<file path="src/rtl/friscv_pkg.sv">
// Shared widths and state encodings for the instruction-memory loader.
package friscv_pkg;

  localparam int unsigned ARCH             = 32;
  localparam int unsigned IMEM_DEPTH_BYTES = 4096;
  localparam int unsigned IMEM_ADDR_WIDTH  = $clog2(IMEM_DEPTH_BYTES);
  localparam int unsigned IMEM_MAX_WORDS   = IMEM_DEPTH_BYTES / 4;

  // Loader frame-parsing states.
  typedef enum logic [2:0] {
    IDLE,
    CNT_HI,
    DATA,
    WRITE,
    DONE,
    ERR
  } loader_state_t;

  // UART receiver bit-level states.
  typedef enum logic [1:0] {
    RX_IDLE,
    RX_START,
    RX_DATA,
    RX_STOP
  } uart_rx_state_t;

endpackage

</file>
<file path="src/rtl/friscv_uart_rx.sv">
// 8N1 UART receiver: synchronizes the line, validates the start bit at its
// centre, samples data LSB-first and strobes a byte or a framing error at
// mid-stop-bit.
module friscv_uart_rx
  import friscv_pkg::*;
#(
  parameter int unsigned CLKS_PER_BIT = 868
) (
  input  logic       clk,
  input  logic       rst,
  input  logic       rx,
  output logic [7:0] rx_byte,
  output logic       byte_valid,
  output logic       frame_err
);

  localparam int unsigned HALF_BIT = CLKS_PER_BIT / 2;
  localparam int unsigned CNT_W    = $clog2(CLKS_PER_BIT + 1);

  logic [1:0]     sync_q;
  logic           rx_s;
  logic           rx_prev_q;
  uart_rx_state_t state_q, state_d;
  logic [CNT_W-1:0] cnt_q, cnt_d;
  logic [2:0]     bit_q, bit_d;
  logic [7:0]     shift_q, shift_d;
  logic [7:0]     byte_q, byte_d;
  logic           valid_q, valid_d;
  logic           err_q, err_d;

  assign rx_s       = sync_q[1];
  assign rx_byte    = byte_q;
  assign byte_valid = valid_q;
  assign frame_err  = err_q;

  // Two-flop synchronizer plus previous-sample flop for edge detection.
  always_ff @(posedge clk) begin
    if (rst) begin
      sync_q    <= 2'b11;
      rx_prev_q <= 1'b1;
    end else begin
      sync_q    <= {sync_q[0], rx};
      rx_prev_q <= rx_s;
    end
  end

  // Receiver state register.
  always_ff @(posedge clk) begin
    if (rst) begin
      state_q <= RX_IDLE;
      cnt_q   <= '0;
      bit_q   <= '0;
      shift_q <= '0;
      byte_q  <= '0;
      valid_q <= 1'b0;
      err_q   <= 1'b0;
    end else begin
      state_q <= state_d;
      cnt_q   <= cnt_d;
      bit_q   <= bit_d;
      shift_q <= shift_d;
      byte_q  <= byte_d;
      valid_q <= valid_d;
      err_q   <= err_d;
    end
  end

  // Bit timing, sampling and strobe generation.
  always_comb begin
    state_d = state_q;
    cnt_d   = cnt_q;
    bit_d   = bit_q;
    shift_d = shift_q;
    byte_d  = byte_q;
    valid_d = 1'b0;
    err_d   = 1'b0;
    case (state_q)
      RX_IDLE: begin
        if (rx_prev_q && !rx_s) begin
          state_d = RX_START;
          cnt_d   = '0;
        end
      end
      RX_START: begin
        if (cnt_q == CNT_W'(HALF_BIT)) begin
          cnt_d = '0;
          if (!rx_s) begin
            state_d = RX_DATA;
            bit_d   = '0;
          end else begin
            state_d = RX_IDLE;
          end
        end else begin
          cnt_d = cnt_q + CNT_W'(1);
        end
      end
      RX_DATA: begin
        if (cnt_q == CNT_W'(CLKS_PER_BIT - 1)) begin
          cnt_d   = '0;
          shift_d = {rx_s, shift_q[7:1]};
          bit_d   = bit_q + 3'd1;
          if (bit_q == 3'd7) begin
            state_d = RX_STOP;
          end
        end else begin
          cnt_d = cnt_q + CNT_W'(1);
        end
      end
      RX_STOP: begin
        if (cnt_q == CNT_W'(CLKS_PER_BIT - 1)) begin
          cnt_d   = '0;
          state_d = RX_IDLE;
          if (rx_s) begin
            byte_d  = shift_q;
            valid_d = 1'b1;
          end else begin
            err_d = 1'b1;
          end
        end else begin
          cnt_d = cnt_q + CNT_W'(1);
        end
      end
      default: state_d = RX_IDLE;
    endcase
  end

endmodule

</file>
<file path="src/rtl/friscv_imem_loader.sv">
// Boot loader: receives a word-count-prefixed image over UART, writes it to
// instruction memory one word per cycle and releases the core when complete.
module friscv_imem_loader
  import friscv_pkg::*;
#(
  parameter int unsigned CLK_FREQ_HZ = 100000000,
  parameter int unsigned BAUD_RATE   = 115200
) (
  input  logic                       clk,
  input  logic                       rst,
  input  logic                       uart_rx_in,
  output logic                       imem_we_out,
  output logic [IMEM_ADDR_WIDTH-1:0] imem_addr_byte_out,
  output logic [ARCH-1:0]            imem_din_out,
  output logic                       core_rst_n_out,
  output logic                       load_done_out,
  output logic                       load_err_out
);

  localparam int unsigned CLKS_PER_BIT = CLK_FREQ_HZ / BAUD_RATE;

  logic [7:0] rx_byte;
  logic       byte_valid;
  logic       frame_err;

  loader_state_t              state_q, state_d;
  logic [7:0]                 cnt_lo_q, cnt_lo_d;
  logic [15:0]                word_cnt_q, word_cnt_d;
  logic [15:0]                word_idx_q, word_idx_d;
  logic [1:0]                 byte_k_q, byte_k_d;
  logic [ARCH-1:0]            word_q, word_d;
  logic                       we_q, we_d;
  logic [IMEM_ADDR_WIDTH-1:0] addr_q, addr_d;
  logic [ARCH-1:0]            din_q, din_d;
  logic                       core_rst_n_q, core_rst_n_d;
  logic                       done_q, done_d;
  logic                       err_q, err_d;
  logic [15:0]                n_words_c;
  logic [ARCH-1:0]            word_c;

  friscv_uart_rx #(
    .CLKS_PER_BIT (CLKS_PER_BIT)
  ) u_rx (
    .clk        (clk),
    .rst        (rst),
    .rx         (uart_rx_in),
    .rx_byte    (rx_byte),
    .byte_valid (byte_valid),
    .frame_err  (frame_err)
  );

  assign imem_we_out        = we_q;
  assign imem_addr_byte_out = addr_q;
  assign imem_din_out       = din_q;
  assign core_rst_n_out     = core_rst_n_q;
  assign load_done_out      = done_q;
  assign load_err_out       = err_q;

  // Loader state and registered outputs.
  always_ff @(posedge clk) begin
    if (rst) begin
      state_q      <= IDLE;
      cnt_lo_q     <= '0;
      word_cnt_q   <= '0;
      word_idx_q   <= '0;
      byte_k_q     <= '0;
      word_q       <= '0;
      we_q         <= 1'b0;
      addr_q       <= '0;
      din_q        <= '0;
      core_rst_n_q <= 1'b0;
      done_q       <= 1'b0;
      err_q        <= 1'b0;
    end else begin
      state_q      <= state_d;
      cnt_lo_q     <= cnt_lo_d;
      word_cnt_q   <= word_cnt_d;
      word_idx_q   <= word_idx_d;
      byte_k_q     <= byte_k_d;
      word_q       <= word_d;
      we_q         <= we_d;
      addr_q       <= addr_d;
      din_q        <= din_d;
      core_rst_n_q <= core_rst_n_d;
      done_q       <= done_d;
      err_q        <= err_d;
    end
  end

  // Frame parser: count bytes, word assembly, memory write sequencing.
  always_comb begin
    state_d    = state_q;
    cnt_lo_d   = cnt_lo_q;
    word_cnt_d = word_cnt_q;
    word_idx_d = word_idx_q;
    byte_k_d   = byte_k_q;
    word_d     = word_q;
    we_d       = 1'b0;
    addr_d     = addr_q;
    din_d      = din_q;
    n_words_c  = {rx_byte, cnt_lo_q};
    word_c     = word_q;
    word_c[{byte_k_q, 3'b000} +: 8] = rx_byte;

    case (state_q)
      IDLE: begin
        if (frame_err) begin
          state_d = ERR;
        end else if (byte_valid) begin
          cnt_lo_d = rx_byte;
          state_d  = CNT_HI;
        end
      end
      CNT_HI: begin
        if (frame_err) begin
          state_d = ERR;
        end else if (byte_valid) begin
          word_cnt_d = n_words_c;
          word_idx_d = '0;
          byte_k_d   = '0;
          if (n_words_c == 16'd0) begin
            state_d = DONE;
          end else if (32'(n_words_c) > IMEM_MAX_WORDS) begin
            state_d = ERR;
          end else begin
            state_d = DATA;
          end
        end
      end
      DATA: begin
        if (frame_err) begin
          state_d = ERR;
        end else if (byte_valid) begin
          word_d   = word_c;
          byte_k_d = byte_k_q + 2'd1;
          if (byte_k_q == 2'd3) begin
            state_d = WRITE;
            we_d    = 1'b1;
            addr_d  = IMEM_ADDR_WIDTH'({word_idx_q, 2'b00});
            din_d   = word_c;
          end
        end
      end
      WRITE: begin
        word_idx_d = word_idx_q + 16'd1;
        if (frame_err) begin
          state_d = ERR;
        end else if (word_idx_q == word_cnt_q - 16'd1) begin
          state_d = DONE;
        end else begin
          state_d = DATA;
        end
      end
      DONE: begin
        // Any good byte starts a reload; framing noise is ignored here.
        if (byte_valid) begin
          cnt_lo_d   = rx_byte;
          word_idx_d = '0;
          state_d    = CNT_HI;
        end
      end
      ERR: begin
        state_d = ERR;
      end
      default: state_d = IDLE;
    endcase

    core_rst_n_d = (state_d == DONE);
    done_d       = (state_d == DONE);
    err_d        = (state_d == ERR);
  end

endmodule

</file>
<file path="config.mk">
export PLATFORM = sky130hd
export DESIGN_NAME = friscv_imem_loader
export DESIGN_NICKNAME = d
export VERILOG_FILES = /design/src/rtl/friscv_pkg.sv /design/src/rtl/friscv_uart_rx.sv /design/src/rtl/friscv_imem_loader.sv
export SDC_FILE = /design/constraint.sdc
export NUM_CORES = 1
export LEC_CHECK = 0
export CORE_MARGIN = 2
export CORE_UTILIZATION = 50
export DETAILED_ROUTE_END_ITERATION = 6
export HOLD_SLACK_MARGIN = 0.03
export PLACE_DENSITY = 0.72
export SETUP_SLACK_MARGIN = 0.02
export SKIP_CTS_REPAIR_TIMING = 1
export SLEW_MARGIN = 20
export SYNTH_ARGS = -nofsm -noshare
export SYNTH_HDL_FRONTEND = slang
export SYNTH_SLANG_ARGS = --single-unit
</file>
<file path="constraint.sdc">
create_clock -name clk -period 2.6 [get_ports clk]
set_input_delay 0.52 -clock clk [delete_from_list [all_inputs] [get_ports clk]]
set_output_delay 0.52 -clock clk [all_outputs]
set_load 0.01 [all_outputs]
</file>
==> results of run 1 <==
-- registers in the layout (all words and copies together) (netlist names), named ones only --
register and cells:
word_cnt_q 16, u_rx.bit_q 3, byte_k_q 2, imem_addr_byte_out 10
u_rx.byte_valid 1, load_done_out 1, u_rx.rx_prev_q 1, u_rx.sync_q 2
load_err_out 1, u_rx.shift_q 8, word_q 32, word_idx_q 16
cnt_lo_q 8, u_rx.cnt_q 10, u_rx.state_q 1, u_rx.rx_byte 8
u_rx.frame_err 1, state_q 3, imem_din_out 32, imem_we_out 1
-- stage by stage --
stage          std cells  area, sq um
2_1_floorplan        813         7000
3_3_place_gp        1005         7660
3_5_place_dp        1005         7660
4_1_cts             1037         8300
5_1_grt             1038         8320
6_report            1038         8320
-- cell families (layout without fill, tap and decap cells) --
kind of cell	count (synthesis)	in the layout	share of synthesized area, %
simple gates	324	324	22.6
compound gates	171	171	15.9
flops	158	158	45.2
buf+inv	73	118	4.29
xor+xnor	38	38	4.76
mux	35	35	5.02
fa+ha+maj	12	12	2.15
other cells	1	2	0.0536
-- power by group through the flow --
stage	registers [mW]	logic, mW	clock network [mW]
floorplan	2.49	0.0736	0
global placement	2.49	0.0809	0
detailed placement	2.49	0.0846	0
CTS	2.44	0.0853	2.71
global route	2.44	0.0965	2.82
finish	2.44	0.0847	2.67
-- routing by layer --
metal,share of wire [%],GRT usage (%),routed length [um],vias to the layer above
li1,-,-,-,2898
met1,48,29.2,7490,2753
met2,46,35.2,7310,132
met3,4.4,4.60,690,24
met4,1.7,8.12,263,0
met5,0,0,0,-
-- final timing paths --
check                                       to  cells after the start
worst max-delay path                state_q[1]                      8
worst min register to register  u_rx.sync_q[1]                      1
worst min-delay path            u_rx.sync_q[1]                      1
worst max register to register      state_q[1]                      8
-- synthesized netlist by cell type, types with 5 or more instances --
cell type and instances:
dfxtp_1 158, ha_1 12, inv_1 14, buf_1 5
xnor2_1 13, nand4_1 13, nor2_1 142, a21oi_1 67
mux2i_1 34, xor2_1 25, o21ai_0 13, nor3b_1 6
a211oi_1 69, and3_1 7, clkbuf_1 49, nor2b_1 36
nand3_1 16, or2_2 5, nand2_1 62, nor3_1 6
-- worst reg2reg max path: stages (launching register included) --
cell and delay [ns]:
dfxtp_1 0.33, inv_1 0.06, ha_1 0.16, or4b_4 0.52, or4b_1 0.52, nand2_1 0.07, a31oi_1 0.07, nand4b_1 0.24
o311a_1 0.36
-- cell type report --
type | instances | area share (%)
Inverter | 14 | 0.631
Clock buffer | 23 | 5.86
Clock inverter | 9 | 1.86
Multi-Input combinational cell | 582 | 42.9
Tap cell | 180 | 2.71
Timing Repair Buffer | 72 | 8.06
Sequential cell | 158 | 38.0
==> run_results.csv, run 1 <==
group,metric,value,unit
job,max_cap_viol_count,0,
worst_setup_path,critical_path_class,"reg -> reg",
power,seq_power_share,47.0,%
power,p_leak,2.99,nW
logic_synthesis,synth_top_area_share,45.2,%
placement,gp_congestion,0.871,
worst_setup_path,cp-startpoint,"word_cnt_q[1]",
clock_network,numCtsBuffers,17,
sta,setup_ws,0.144,ns
logic_synthesis,syn_avg_cell_area,8.62,sq um
logic_synthesis,synth_edf_count,0,
logic_synthesis,netlist_area,7000,sq um
global_routing,antenna_found_initial,0,
worst_setup_path,critical_path.top_delay_family,"simple AND/OR/NAND/NOR gates",
sta,worstMarginPinSlew,0.656,ns
worst_setup_path,endpoint_kind,"register",
power,report.power.total,5.19,mW
global_routing,grt_pass1_vias,5314,
logic_synthesis,synth_top_flop_cell,"dfxtp_1",
clock_network,clockRootBuffer,"clkbuf_16",
status,status,"finished clean",
cells_and_area,multi_input_area,3570,sq um
sta,finalCriticalPeriod,2.46,ns
logic_synthesis,ys_types,58,
min_path,hp-class,"reg -> reg",
worst_setup_path,critPathLaunchType,"register",
sta,slew_headroom,56.1,%
drt,vias,5807,
cells_and_area,num-fill-cells,1185,
cells_and_area,utilization,60.4,%
worst_setup_path,cp.arrival,2.76,ns
sta,rsz0062_at_grt,"yes",
die,core_area,13800,sq um
sta,drv_slew,0,
global_routing,grt_max_degree,75,
clock_network,cts.path.max_buffers,2,
cells_and_area,antennaDiodeCount,0,
logic_synthesis,synth_warnings,0,
worst_setup_path,worstPathMaxFanout,6,
die,rows,43,
die,start_util,50.8,%
sta,final-setup-viol-count,0,
logic_synthesis,syn_inst,812,
min_path,hp-start,"u_rx.sync_q[0]",
logic_synthesis,synth.ff_latch_count,158,
power,internal_power,4.16,mW
cells_and_area,layout-drive-gt1-share,8.86,%
worst_setup_path,critPathMaxStageDelay,0.52,ns
logic_synthesis,synth_top_area_cell,"dfxtp_1",
placement,place_ws,0.0181,ns
worst_setup_path,slowest_stage,"or4b_4",
sta,fin_hold_ws,0.407,ns
drt,viasPerCell,5.59,
die,top_level_ports,51,
cells_and_area,regArea,3160,sq um
clock_network,htreeDepth,4,
drt,dr.pass1.iters,5,
drt,wire_per_inst,15.2,um
power,powerDensity,623,nW/um^2
sta,period_share,94.4,%
clock_network,clock_latency,0.42,ns
sta,clock.fmax,407,MHz
worst_setup_path,r2r_start,"word_cnt_q[1]",
drt,antenna_left,0,
global_routing,grt_pass1_wl,25.9,mm
power,p_comb_share,1.6,%
placement,io_buffers,48,
worst_setup_path,path_cells,"inv_1 -> ha_1 -> or4b_4 -> or4b_1 -> nand2_1 -> a31oi_1 -> nand4b_1 -> o311a_1",
placement,dp_hpwl,10.6,mm
clock_network,cts_tree,"built",
clock_network,clkSinkCount,158,
global_routing,overflow,0,
clock_network,clkTransAtPathRegs,0.06,ns
worst_setup_path,critical_path_required,2.91,ns
drt,first_iter_violations,337,
drt,drc,0,
cells_and_area,synthToLayoutAreaGrowth,18.9,%
die,die-area,15000,sq um
cells_and_area,num-nets-final,860,
logic_synthesis,async_flop_share,0,%
global_routing,gr-usage-all-layers,22.0,%
power,p_clk_share,51.4,%
die,die_h,122,um
sta,hold_viol,0,
worst_setup_path,rrSetupSlack,0.14,ns
logic_synthesis,yosysSeqAreaShare,45.2,%
power,swShare,19.8,%
cells_and_area,layout_commonest_cell,"dfxtp_1",
sta,fin_tns_setup,0,ns
power,max-vdd-ir-drop,0.401,mV
sta,skew,0.00694,ns
die,dieWidth,122,um
worst_setup_path,cp_num_buf_inv,1,
drt,routed_wl,15.8,mm
power,p_switching,1.03,mW
logic_synthesis,synth_top_cells_by_area,"dfxtp_1 45%, nor2_1 7.6%, a211oi_1 7.4%, mux2i_1 4.9%, a21oi_1 4.8%",
cells_and_area,layout_common_cells,"158 x dfxtp_1, 141 x nor2_1, 69 x a211oi_1",
No activity file was read; power rests on OpenSTA's default activity.
==> run 2, diff against run 1 <==
- CTS_BUF_LIST: default -> sky130_fd_sc_hd__clkbuf_8 sky130_fd_sc_hd__clkbuf_16
- DONT_BUFFER_PORTS: default -> 1
- PLACE_DENSITY: 0.72 -> 0.68
==> run_results.csv, run 2 (same netlist as run 1, synthesis figures left out) <==
group,metric,value,unit
status,status,"finished clean",
placement,gp_congestion,0.897,
job,max_cap_viol_count,0,
clock_network,clkSinkCount,158,
worst_setup_path,rrSetupSlack,0.16,ns
drt,dr.pass1.iters,5,
drt,routed_wl,15.5,mm
power,p_clk_share,50.3,%
power,internal_power,3.89,mW
global_routing,grt_pass1_vias,5172,
global_routing,overflow,0,
clock_network,clock_latency,0.43,ns
worst_setup_path,critical_path_class,"reg -> reg",
cells_and_area,synthToLayoutAreaGrowth,11.4,%
die,die_h,122,um
placement,dpl-instance-area,7170,sq um
drt,antenna_left,0,
sta,finalCriticalPeriod,2.44,ns
worst_setup_path,endpoint_kind,"register",
sta,skew,0.00881,ns
worst_setup_path,cp.arrival,2.76,ns
drt,drc,0,
worst_setup_path,critical_path_required,2.91,ns
global_routing,gr-usage-all-layers,21.3,%
cells_and_area,num-nets-final,810,
cells_and_area,layout-drive-gt1-share,9.90,%
global_routing,grt_pass1_wl,25.3,mm
drt,viasPerCell,5.72,
clock_network,cts_tree,"built",
power,powerDensity,641,nW/um^2
cells_and_area,layout_common_cells,"156 x dfxtp_1, 141 x nor2_1, 69 x a211oi_1",
placement,dp_hpwl,10.3,mm
clock_network,htreeDepth,4,
power,swShare,22.1,%
cells_and_area,antennaDiodeCount,0,
power,max-vdd-ir-drop,0.400,mV
die,dieWidth,122,um
sta,slew_headroom,51.9,%
sta,clock.fmax,409,MHz
sta,rsz0062_at_grt,"no",
cells_and_area,fin_area,7800,sq um
die,top_level_ports,51,
sta,fin_tns_setup,0,ns
drt,wl_met3,727,um
clock_network,numCtsBuffers,17,
power,p_switching,1.11,mW
die,die-area,15000,sq um
clock_network,clockRootBuffer,"clkbuf_16",
power,report.power.total,5.00,mW
clock_network,cts.path.max_buffers,2,
drt,first_iter_violations,398,
worst_setup_path,critPathLaunchType,"register",
sta,hold_viol,0,
drt,highest_layer,"met4",
drt,wire_per_inst,15.7,um
sta,drv_slew,0,
drt,vias,5653,
clock_network,clkTransAtPathRegs,0.07,ns
global_routing,antenna_found_initial,0,
die,start_util,50.8,%
power,p_comb_share,0.9,%
placement,io_buffers,0,
power,p_leak,2.80,nW
worst_setup_path,worstPathMaxFanout,5,
power,seq_power_share,48.8,%
global_routing,grt_max_degree,138,
cells_and_area,layout_commonest_cell,"dfxtp_1",
min_path,hp-class,"in -> reg",
sta,period_share,93.9,%
drt,met1_length,7.10,mm
die,core_area,13800,sq um
die,rows,43,
sta,worstMarginPinSlew,0.719,ns
sta,final-setup-viol-count,0,
drt,route.met2.wl,7.28,mm
[run 2: changes by cell type in the layout (fill, tap and decap cells not counted), moves of 2 or more]
cell             previous run  this run
clkbuf_1                    2         0
dfxtp_2                     0         2
clkbuf_8                    4         0
clkdlybuf4s50_1            47         0
dfxtp_1                   158       156
inv_8                       0         3
inv_6                       1         5
bufinv_16                   4         2
buf_4                      24        21
[run 2: final cells by class]
| class | count | area (sq um) |
|---|---|---|
| multi-input combinational | 582 | 3570 |
| fill | 1244 | 5980 |
| sequential | 158 | 3170 |
| clock buffer | 17 | 425 |
| tap | 180 | 225 |
| clock inverter | 15 | 175 |
| timing repair buffer | 22 | 178 |
| inverter | 14 | 52.6 |
[run 2: worst paths after layout]
check,startpoint,to,depth (start not counted)
worst min-delay path,rst,imem_addr_byte_out[4],1
worst max-delay path,word_cnt_q[1],state_q[1],8
worst min register to register,u_rx.sync_q[0],u_rx.sync_q[1],1
worst max register to register,word_cnt_q[1],state_q[1],8
[run 2: power groups by stage]
stage	registers, mW	clock network [mW]	logic [mW]
after floorplan	2.49	0	0.0736
after global placement	2.49	0	0.0453
after detailed placement	2.49	0	0.0475
after CTS	2.44	2.56	0.0477
after global routing	2.44	2.67	0.0539
final	2.44	2.51	0.0474
[run 2: critical path: stages (launching register included)]
cell and delay (ns):
dfxtp_2 0.33, inv_1 0.06, ha_2 0.16, or4b_4 0.50, nor3b_2 0.24, mux2_2 0.35
mux2i_1 0.16, nand4b_2 0.17, o311a_1 0.37
[run 2: stage by stage]
step / hold WS (ns) / setup WS (ns) / cells / utilization (%)
global route: 0.143 / 0.0224 / 988 / 56.6
CTS: 0.150 / 0.0355 / 987 / 56.4
floorplan: 0.389 / 0.0568 / 813 / -
finish: 0.161 / 0.158 / 988 / 56.6
global placement: 0.408 / 0.127 / 955 / 52.0
detailed placement: 0.407 / 0.0313 / 955 / 52.0
[run 2: routing by layer]
| metal | track usage [%] | vias up |
|---|---|---|
| li1 | - | 2798 |
| met1 | 27.5 | 2695 |
| met2 | 33.8 | 132 |
| met3 | 5.11 | 28 |
| met4 | 9.84 | 0 |
| met5 | 0 | - |
